===== config.mk =====
export PLATFORM = sky130hd
export DESIGN_NAME = traffic_ctrl_param
export DESIGN_NICKNAME = d
export VERILOG_FILES = /design/src/rtl/traffic_ctrl_param.sv
export SDC_FILE = /design/constraint.sdc
export NUM_CORES = 1
export LEC_CHECK = 0
export CAP_MARGIN = 30
export CORE_MARGIN = 1
export CORE_UTILIZATION = 40
export DETAILED_ROUTE_END_ITERATION = 6
export PLACE_DENSITY = 0.6
export SETUP_SLACK_MARGIN = 0.05
export SYNTH_ARGS = -nofsm -noshare
export SYNTH_HDL_FRONTEND = slang
export SYNTH_SLANG_ARGS = --single-unit

===== constraint.sdc =====
create_clock -name CLK -period 3.6 [get_ports CLK]
set_input_delay 0.72 -clock CLK [delete_from_list [all_inputs] [get_ports CLK]]
set_output_delay 0.72 -clock CLK [all_outputs]
set_load 0.005 [all_outputs]

===== src/rtl/traffic_ctrl_param.sv =====
// Parametrised round-robin traffic-light controller with latched pedestrian WALK phases
// and an all-red emergency override. Lamp outputs are registered decodes of the next state.
module traffic_ctrl_param #(
  parameter int unsigned NUM_DIR    = 2,
  parameter int unsigned GREEN_CYC  = 8,
  parameter int unsigned YELLOW_CYC = 3,
  parameter int unsigned CLR_CYC    = 2,
  parameter int unsigned WALK_CYC   = 5
) (
  input  logic               CLK,
  input  logic               RST,
  input  logic               EMERG,
  input  logic [NUM_DIR-1:0] PED_REQ,
  output logic [NUM_DIR-1:0] GREEN,
  output logic [NUM_DIR-1:0] YELLOW,
  output logic [NUM_DIR-1:0] RED,
  output logic [NUM_DIR-1:0] WALK,
  output logic [NUM_DIR-1:0] PED_PEND,
  output logic [2:0]         STATE
);

  localparam int unsigned DIR_W   = (NUM_DIR > 1) ? $clog2(NUM_DIR) : 1;
  localparam int unsigned MAX_GY  = (GREEN_CYC > YELLOW_CYC) ? GREEN_CYC : YELLOW_CYC;
  localparam int unsigned MAX_CW  = (CLR_CYC > WALK_CYC) ? CLR_CYC : WALK_CYC;
  localparam int unsigned MAX_CYC = (MAX_GY > MAX_CW) ? MAX_GY : MAX_CW;
  localparam int unsigned TMR_W   = (MAX_CYC > 1) ? $clog2(MAX_CYC) : 1;

  localparam logic [DIR_W-1:0] LAST_DIR    = DIR_W'(NUM_DIR - 1);
  localparam logic [TMR_W-1:0] GREEN_LAST  = TMR_W'(GREEN_CYC - 1);
  localparam logic [TMR_W-1:0] YELLOW_LAST = TMR_W'(YELLOW_CYC - 1);
  localparam logic [TMR_W-1:0] CLR_LAST    = TMR_W'(CLR_CYC - 1);
  localparam logic [TMR_W-1:0] WALK_LAST   = TMR_W'(WALK_CYC - 1);

  typedef enum logic [2:0] {
    S_CLEAR  = 3'd0,
    S_GREEN  = 3'd1,
    S_YELLOW = 3'd2,
    S_WALK   = 3'd3,
    S_EMERG  = 3'd4
  } state_t;

  state_t             r_state, w_state_nxt;
  logic [DIR_W-1:0]   r_dir, w_dir_nxt;
  logic [TMR_W-1:0]   r_timer, w_timer_nxt;
  logic [NUM_DIR-1:0] r_pend, w_pend_nxt;
  logic [NUM_DIR-1:0] r_served, w_served_nxt;
  logic               w_expire;
  logic [NUM_DIR-1:0] w_dir_oh;
  logic [NUM_DIR-1:0] w_green_nxt, w_yellow_nxt, w_red_nxt, w_walk_nxt;

  // State and lamp registers
  always_ff @(posedge CLK or posedge RST) begin
    if (RST) begin
      r_state  <= S_CLEAR;
      r_dir    <= '0;
      r_timer  <= '0;
      r_pend   <= '0;
      r_served <= '0;
      GREEN    <= '0;
      YELLOW   <= '0;
      RED      <= '1;
      WALK     <= '0;
    end else begin
      r_state  <= w_state_nxt;
      r_dir    <= w_dir_nxt;
      r_timer  <= w_timer_nxt;
      r_pend   <= w_pend_nxt;
      r_served <= w_served_nxt;
      GREEN    <= w_green_nxt;
      YELLOW   <= w_yellow_nxt;
      RED      <= w_red_nxt;
      WALK     <= w_walk_nxt;
    end
  end

  // Next-state, timer, direction and pedestrian bookkeeping
  always_comb begin
    w_state_nxt = r_state;
    w_expire    = 1'b0;
    case (r_state)
      S_CLEAR:  w_expire = (r_timer == CLR_LAST);
      S_GREEN:  w_expire = (r_timer == GREEN_LAST);
      S_YELLOW: w_expire = (r_timer == YELLOW_LAST);
      S_WALK:   w_expire = (r_timer == WALK_LAST);
      default:  w_expire = 1'b0;
    endcase

    if (EMERG) begin
      w_state_nxt = S_EMERG;
    end else begin
      case (r_state)
        S_CLEAR:  if (w_expire) w_state_nxt = (r_pend != '0) ? S_WALK : S_GREEN;
        S_GREEN:  if (w_expire) w_state_nxt = S_YELLOW;
        S_YELLOW: if (w_expire) w_state_nxt = S_CLEAR;
        S_WALK:   if (w_expire) w_state_nxt = S_GREEN;
        default:  w_state_nxt = S_CLEAR;
      endcase
    end

    w_timer_nxt = (w_state_nxt != r_state) ? '0 : r_timer + TMR_W'(1);

    w_dir_nxt = r_dir;
    if (r_state == S_YELLOW && w_state_nxt == S_CLEAR)
      w_dir_nxt = (r_dir == LAST_DIR) ? '0 : r_dir + DIR_W'(1);

    // An interrupted WALK forgets what it served so those requests stay pending
    w_served_nxt = r_served;
    if (w_state_nxt == S_EMERG)
      w_served_nxt = '0;
    else if (w_state_nxt == S_WALK && r_state != S_WALK)
      w_served_nxt = r_pend;

    w_pend_nxt = r_pend | PED_REQ;
    if (r_state == S_WALK && w_state_nxt == S_GREEN)
      w_pend_nxt = (r_pend & ~r_served) | PED_REQ;
  end

  // Lamp decode of the upcoming state, so registered lamps always match the current state
  always_comb begin
    w_dir_oh     = NUM_DIR'(1) << w_dir_nxt;
    w_green_nxt  = '0;
    w_yellow_nxt = '0;
    w_red_nxt    = '1;
    w_walk_nxt   = '0;
    case (w_state_nxt)
      S_GREEN: begin
        w_green_nxt = w_dir_oh;
        w_red_nxt   = ~w_dir_oh;
      end
      S_YELLOW: begin
        w_yellow_nxt = w_dir_oh;
        w_red_nxt    = ~w_dir_oh;
      end
      S_WALK:  w_walk_nxt = w_served_nxt;
      default: w_red_nxt  = '1;
    endcase
  end

  assign PED_PEND = r_pend;
  assign STATE    = r_state;

endmodule


==> impl_metrics.ini, run 1 <==
[status]
status = complete, no violations

[synth]
synthCells = 99
post_synth.cell_area_avg_um2 = 10.2
ys_warn_count = 0
ys_seq_area_share_pct = 47.3
syn-num-nets = 105
synth_seq_cells = 19
syn-cell-area_mm2 = 0.00101
ys_types = 40

[place]
io_buffers = 17
placed_area_mm2 = 0.00118
post-place-ws_ns = 1.27
dp_hpwl_um = 1540
place_congestion = 0.779
dp_cells = 137

[global_routing]
grt_pass1_wl_um = 3680
grt_max_degree = 20
track_usage_pct = 18.1
overflow = 0
grt_pass1_vias = 771
antenna_found_initial = 0

[cells_and_area]
final_nets = 120
design_area_mm2 = 0.00121
stdcell_count = 141
n_antenna_cell = 0
layout.area.seq_um2 = 478
final_util_pct = 52.7
final_layout_size_suffix_gt1_share_pct = 10.6
final_cell_mix = dfrtp_1 (17), clkdlybuf4s50_1 (17), a21oi_1 (8), nor4_1 (6), nand2_1 (5)
multiInputGateArea_um2 = 489
nFillCells = 233
area_delta_synth_final_pct = 19.8

[cts]
cts_made_buffers = 3
clk_latency_ns = 0.29
cts.clk_slew.worst_paths_ns = 0.11
root_buffer = clkbuf_4
cts-hold-fix-buffers = 0
htreeDepth = 1
cts_tree = yes
cts_buffer_depth = 2
post_cts_buffers = 0
cts_resized = 0
cts.sinks = 19

[worst_setup_path]
r2r_start = STATE[1]$_DFF_PP0_
crit_path_end_kind = output port
r2r_end = r_timer[1]$_DFF_PP0_
critPathKind = reg2out
path_cells = clkdlybuf4s50_1
cp_max_fo = 17
slowest_stage = dfrtp_1
critPathMaxStageDelay_ns = 0.65
arrival_ns = 1.54
cp_num_buf_inv = 1
cp_top_family = flip-flops
r2r_cells = 3
required_ns = 2.88
startpoint_type = flip-flop
reg2reg_slack_ns = 1.76

[sta]
worst_slack_ns = 1.34
setup_tns_ns = 0
whs_ns = 0.501
clock_skew_ns = 0.00187
slew_violations = 0
min_period_ns = 2.26
hold_violations = 0
finalSetupViolations = 0
rsz0062_at_grt = false
fmax_ghz = 0.443
fin_crit_sh_pct = 62.7
worst_slew_pin_slew_ns = 0.703
max-slew-margin-rel_pct = 53.1

[floorplanning]
coreArea_mm2 = 0.00230
die_h_um = 52.3
rows = 17
dieArea_mm2 = 0.00273
fp.dieW_um = 52.3
initial_core_util_pct = 44.0
ioPinCount = 18

[pwr]
pwr_density_cell_mw_per_mm2 = 381
power_mw = 0.462
power_leakage_nw = 0.469
peakVddDrop_mv = 0.180

[routing]
drt_iter0_markers = 17
vias = 822
drc_errors = 0
drt_pass1_iterations = 4
wl_per_cell_um = 15.2
postRouteAntennaNets = 0
wl_um = 2140
viasPerCell = 5.83

[min_path]
min_path_cells = 1
holdPathEnd = r_dir$_DFF_PP0_
worstHoldStart = r_dir$_DFF_PP0_
min_path_type = reg2reg

[run]
cap_violations = 0
flip-flops by register name, indices dropped and copies added, names as in the netlist:
signal	flops
RED	2
WALK	2
STATE	3
r_dir	1
r_timer	3
r_served	2
YELLOW	2
GREEN	2
PED_PEND	2
final cells by class:
cell class	count	area share, %
Multi-Input combinational cell	70	40.4
Clock inverter	1	0.413
Clock buffer	3	1.86
Inverter	3	0.930
Tap cell	28	2.89
Sequential cell	19	39.5
Timing Repair Buffer	17	14.0
cells in the mapped netlist (all sizes together):
library cell  number  area share [%]
nor4               6             3.7
nor2b              2             1.2
inv                3             1.1
a21o               1            0.74
buf                5             2.5
xnor2              1            0.87
nand3b             4             3.0
o22ai              1            0.62
ha                 1             1.2
and3b              1            0.87
nor4b              3             2.6
or4b               1            0.99
dfrtp             17              42
a41o               1            0.99
xor2               1            0.87
a21oi              8             4.0
or3                1            0.62
clkbuf             2            0.74
dfstp              2             5.2
o2bb2ai            1            0.87
or3b               4             3.5
nand2              5             1.9
or2                2             1.2
nand3              2            0.99
nand2b             1            0.62
a41oi              1            0.87
nand4              2             1.2
o31ai              2             1.5
o31a               2             1.7
a2111oi            1             1.5
a21boi             2             1.5
a22oi              1            0.74
nor2               3             1.1
nor3b              1            0.74
a211o              1            0.87
o21bai             3             2.2
o21ai              2            0.99
or4                1             1.1
a21bo              1            0.99
power breakdown:
| part | internal (mW) | switching, mW | total, mW |
|---|---|---|---|
| registers | 0.228 | 0.0328 | 0.261 |
| clock network | 0.0413 | 0.0665 | 0.108 |
| logic | 0.0492 | 0.0438 | 0.0931 |
metal layers:
metal / GRT usage, % / share of wire (%)
met5: 0 / 0
met4: 3.95 / 0.42
met3: 2.61 / 2.5
met2: 30.6 / 49
met1: 24.4 / 48
worst max path at each step:
stage                                  start                     to  slack (ns)  cells after the start
after floorplan                        EMERG  r_served[0]$_DFF_PP0_        1.92                      3
after global placement                 EMERG  r_served[1]$_DFF_PP0_        1.33                      4
after detailed placement               EMERG  r_served[1]$_DFF_PP0_        1.27                      4
after CTS                 STATE[1]$_DFF_PP0_               STATE[1]        1.32                      1
after global routing      STATE[1]$_DFF_PP0_               STATE[1]        1.22                      1
final                     STATE[1]$_DFF_PP0_               STATE[1]        1.34                      1
cell families (layout without fill, tap and decap cells):
kind of cell    count (synthesis)  in the layout  share of synthesized area [%]
simple gates                   39             39                           25.4
compound gates                 28             28                           20.1
flops                          19             19                           47.3
buf+inv                        10             24                           4.33
xor+xnor                        2              2                           1.73
fa+ha+maj                       1              1                           1.24
No activity file was read; power rests on OpenSTA's default activity.
==> inputs of run 2 (changes only) <==
==> constraint.sdc (replaced) <==
create_clock -name CLK -period 2.1 [get_ports CLK]
set_input_delay 0.42 -clock CLK [delete_from_list [all_inputs] [get_ports CLK]]
set_output_delay 0.42 -clock CLK [all_outputs]
set_load 0.005 [all_outputs]
==> run 2 against run 1 <==
Against the previous run: worst setup slack worse by 1.2 ns; non-clock buffer count up 4; total power increased by 75%; critical path depth did not move; sequential share of layout area fell by 0.95 points; die area stayed put; largest cell class unchanged; critical endpoint is now STATE[0]; sequential power up 69%; largest power group unchanged; flip-flop and latch count did not move; register-to-register slack got worse by 1.4 ns; wire length grew 3.6%; core utilization grew 1.3 points; first-iteration DRC count shrank 12%.
==> impl_metrics.ini, run 2 (synthesis results as in run 1) <==
[pwr]
intPower_mw = 0.556
pwr_density_cell_mw_per_mm2 = 650
peakVddDrop_mv = 0.449
clkPwrFrac_pct = 23.1
swShare_pct = 31.0
pwr-share-seq_pct = 54.6
power_leakage_nw = 0.490
power_mw = 0.806
p_sw_mw = 0.250
combPwrFrac_pct = 22.3

[cts]
cts_buffer_depth = 2
post_cts_buffers = 0
cts_made_buffers = 3
root_buffer = clkbuf_4
cts_resized = 0
cts.clk_slew.worst_paths_ns = 0.11
htreeDepth = 1
cts.sinks = 19
cts-hold-fix-buffers = 0
clk_latency_ns = 0.29
cts_tree = yes

[routing]
viasPerCell = 5.77
wl_per_cell_um = 15.3
vias = 837
postRouteAntennaNets = 0
drt_pass1_iterations = 4
drt_iter0_markers = 15
drc_errors = 0
wl_um = 2220

[worst_setup_path]
startpoint_type = flip-flop
cp_num_buf_inv = 1
critPathKind = reg2out
cp_top_family = flip-flops
slowest_stage = dfrtp_1
cp_max_fo = 16
crit_path_end_kind = output port
path_cells = clkdlybuf4s50_1
arrival_ns = 1.54
required_ns = 1.68
critPathMaxStageDelay_ns = 0.65

[sta]
rsz0062_at_grt = false
clock_skew_ns = 0.00472
fmax_ghz = 0.511
finalSetupViolations = 0
slew_violations = 0
worst_slew_pin_slew_ns = 0.537
fin_crit_sh_pct = 93.1
max-slew-margin-rel_pct = 64.2
min_period_ns = 1.96
setup_tns_ns = 0
hold_violations = 0
worst_slack_ns = 0.144

[cells_and_area]
n_antenna_cell = 0
final_nets = 124
final_cell_mix = dfrtp_1 (17), clkdlybuf4s50_1 (17), a21oi_1 (8), nor4_1 (6), nand2_1 (5)
final_layout_size_suffix_gt1_share_pct = 13.7
area_delta_synth_final_pct = 22.8
final_util_pct = 54.0

[floorplanning]
fp.dieW_um = 52.3
initial_core_util_pct = 44.0
coreArea_mm2 = 0.00230
ioPinCount = 18
die_h_um = 52.3
dieArea_mm2 = 0.00273
rows = 17

[place]
dp_hpwl_um = 1560
place_congestion = 0.775
io_buffers = 17
post-place-ws_ns = 0.0745

[global_routing]
grt_max_degree = 20
grt_pass1_wl_um = 3620
track_usage_pct = 18.4
grt_pass1_vias = 788
antenna_found_initial = 0
overflow = 0

[status]
status = complete, no violations

[run]
cap_violations = 0

[min_path]
min_path_type = in2async
[run 2: cell count changes in the layout (fill, tap and decap cells not counted)]
cell | before | now
buf_4 | 0 | 4
[run 2: per-stage QoR]
step,hold WS (ns),cells,area (µm²)
6_report,0.432,145,1240
5_1_grt,0.450,145,1240
4_1_cts,0.432,145,1240
3_5_place_dp,0.482,141,1210
3_3_place_gp,0.493,141,1210
2_1_floorplan,0.370,99,1010
[run 2: path summary, 6_finish.rpt]
kind	start	end	slack, ns	cells after the start
min in group CLK	r_dir$_DFF_PP0_	r_dir$_DFF_PP0_	0.51	1
max in group asynchronous	RST	RED[0]$_DFF_PP1_	1.40	3
setup reg to reg	r_timer[1]$_DFF_PP0_	r_timer[1]$_DFF_PP0_	0.38	3
setup / recovery	STATE[0]$_DFF_PP0_	STATE[0]	0.14	1
hold reg to reg	r_dir$_DFF_PP0_	r_dir$_DFF_PP0_	0.51	1
hold / removal	RST	GREEN[1]$_DFF_PP0_	0.43	3
[run 2: power by group through the flow]
stage | clock network, mW | logic, mW | registers (mW)
6_report | 0.186 | 0.180 | 0.440
5_1_grt | 0.209 | 0.199 | 0.447
4_1_cts | 0.194 | 0.180 | 0.440
3_5_place_dp | 0 | 0.179 | 0.446
3_3_place_gp | 0 | 0.176 | 0.447
2_1_floorplan | 0 | 0.139 | 0.420
[run 2: layer usage]
metal / routed length, µm / global-route usage [%] / vias up
li1: - / - / 409
met1: 1030 / 24.3 / 402
met2: 1080 / 29.9 / 24
met3: 85 / 2.61 / 2
met4: 17 / 7.89 / 0
met5: 0 / 0 / -
[run 2: layout make-up]
class	count	area (µm²)
Clock buffer	3	22.5
Clock inverter	1	5.00
Fill cell	217	1060
Inverter	3	11.3
Multi-Input combinational cell	70	489
Sequential cell	19	478
Tap cell	28	35.0
Timing Repair Buffer	21	200
==> inputs of run 3 (changes only) <==
--- a/config.mk
+++ b/config.mk
@@ -7,9 +7,10 @@
 export LEC_CHECK = 0
 export CAP_MARGIN = 30
 export CORE_MARGIN = 1
-export CORE_UTILIZATION = 40
+export CORE_UTILIZATION = 30
 export DETAILED_ROUTE_END_ITERATION = 6
-export PLACE_DENSITY = 0.6
+export GPL_TIMING_DRIVEN = 0
+export PLACE_DENSITY = 0.47
 export SETUP_SLACK_MARGIN = 0.05
 export SYNTH_ARGS = -nofsm -noshare
 export SYNTH_HDL_FRONTEND = slang
==> run 3 against run 2 <==
Against the previous run: via count increased by 2.9%; total power increased by 0.15%; global-route usage decreased by 2.0 points; flip-flop and latch count unchanged; worst setup slack improved by 0.18 ns; core utilization decreased by 14 points; cell count increased by 13%; critical path depth increased by 3; clock power about the same; combinational power increased by 14%.
==> impl_metrics.ini, run 3 (synthesis results as in run 1) <==
[cts]
cts_tree = yes
root_buffer = clkbuf_4
cts.sinks = 19
cts.clk_slew.worst_paths_ns = 0.11
cts_made_buffers = 3
htreeDepth = 1
cts_buffer_depth = 2
cts-hold-fix-buffers = 0
clk_latency_ns = 0.30
post_cts_buffers = 0
cts_resized = 0

[pwr]
combPwrFrac_pct = 25.3
clkPwrFrac_pct = 22.8
peakVddDrop_mv = 0.295
intPower_mw = 0.559
power_leakage_nw = 0.494
pwr_density_cell_mw_per_mm2 = 640
p_sw_mw = 0.249
swShare_pct = 30.8
power_mw = 0.808
pwr-share-seq_pct = 51.8

[run]
cap_violations = 0

[cells_and_area]
area_delta_synth_final_pct = 24.9
final_cell_mix = dfrtp_1 (17), clkdlybuf4s50_1 (17), a21oi_1 (8), nor4_1 (6)
nFillCells = 310
final_nets = 127
n_antenna_cell = 0
final_layout_size_suffix_gt1_share_pct = 13.3
design_area_mm2 = 0.00126

[global_routing]
grt_pass1_vias = 860
grt.busiest_layer = met2
use_met2_pct = 24.3
met3_usage_pct = 2.60
grt_use_met1_pct = 23.5
track_usage_pct = 16.4
antenna_found_initial = 0
grt_max_degree = 20
overflow = 0
grt_pass1_wl_um = 4270

[sta]
hold_violations = 0
rsz0062_at_grt = false
fmax_ghz = 0.562
clock_skew_ns = 0.00582
max-slew-margin-rel_pct = 52.6
fin_crit_sh_pct = 84.8
finalSetupViolations = 0
worst_slack_ns = 0.320
slew_violations = 0
min_period_ns = 1.78
worst_slew_pin_slew_ns = 0.710

[worst_setup_path]
path_cells = clkdlybuf4s50_1 > or4_4 > o31ai_1 > a21oi_1
arrival_ns = 1.96
r2r_cells = 3
required_ns = 2.28
r2r_start = STATE[1]$_DFF_PP0_
critPathMaxStageDelay_ns = 0.63
r2r_end = r_timer[2]$_DFF_PP0_
cp_max_fo = 8
startpoint_type = input pin
slowest_stage = or4_4
crit_path_end_kind = flip-flop
reg2reg_slack_ns = 0.44
critPathKind = in2reg

[floorplanning]
initial_core_util_pct = 32.3
ioPinCount = 18
dieArea_mm2 = 0.00361
fp.dieW_um = 60.1
die_h_um = 60.1
rows = 20
coreArea_mm2 = 0.00313

[routing]
drc_errors = 0
wl_per_cell_um = 14.5
wl_um = 2380
viasPerCell = 5.25
postRouteAntennaNets = 0
drt_pass1_iterations = 4
vias = 861
drt_iter0_markers = 10

[min_path]
worstHoldStart = r_dir$_DFF_PP0_
min_path_cells = 1
holdPathEnd = r_dir$_DFF_PP0_
min_path_type = reg2reg

[place]
placed_area_mm2 = 0.00124
place_congestion = 0.833
io_buffers = 17
post-place-ws_ns = -0.00737
dp_hpwl_um = 1770

[status]
status = complete, no violations
-- run 3: cell types whose count changed in the layout (fill, tap and decap cells not counted) --
| cell | change |
|---|---|
| buf_2 | +5 |
| clkinv_2 | -1 |
| buf_4 | -4 |
| clkbuf_1 | +3 |
-- run 3: layout make-up --
class	instances	area (µm²)	share of cell area, %
multi-input combinational	70	489	38.8
sequential	19	478	37.9
timing repair buffer	17	170	13.5
tap	44	55.1	4.36
buffer	7	32.5	2.58
clock buffer	4	26.3	2.08
inverter	3	11.3	0.892
-- run 3: worst max-delay path by stage --
stage | slack [ns] | cells past startpoint | from | to
after floorplan | 0.62 | 4 | STATE[2]$_DFF_PP0_ | r_served[0]$_DFF_PP0_
after global placement | 0.02 | 4 | EMERG | r_served[1]$_DFF_PP0_
after detailed placement | -0.007 | 4 | EMERG | r_served[1]$_DFF_PP0_
after CTS | 0.32 | 1 | STATE[0]$_DFF_PP0_ | STATE[0]
after global routing | 0.25 | 1 | STATE[0]$_DFF_PP0_ | STATE[0]
final | 0.32 | 4 | EMERG | r_served[1]$_DFF_PP0_
-- run 3: per-stage QoR --
stage	utilization, %	hold WS, ns	cells	TNS (ns)
after floorplan	-	0.370	99	0
after global placement	39.5	0.477	160	0
after detailed placement	39.5	0.478	160	-0.00737
after CTS	40.4	0.496	164	0
after global routing	40.4	0.526	164	0
final	40.4	0.489	164	0
-- run 3: critical path: cells and delay by family --
family                 cells  cell delay, ns
and+or+nand+nor            1            0.63
buffers and inverters      1            0.56
AOI/OAI and AO/OA          2            0.35
-- run 3: power groups by stage --
stage               registers, mW  logic (mW)  clock network, mW
global placement            0.426       0.201                  0
CTS                         0.419       0.205              0.197
finish                      0.419       0.205              0.184
floorplan                   0.420       0.139                  0
global route                0.424       0.228              0.216
detailed placement          0.427       0.204                  0
-- run 3: layer usage --
| metal | vias to the layer above | share of wire, % |
|---|---|---|
| met4 | 0 | 1.8 |
| met2 | 22 | 47 |
| li1 | 417 | - |
| met1 | 417 | 48 |
| met5 | - | 0 |
| met3 | 5 | 3.4 |
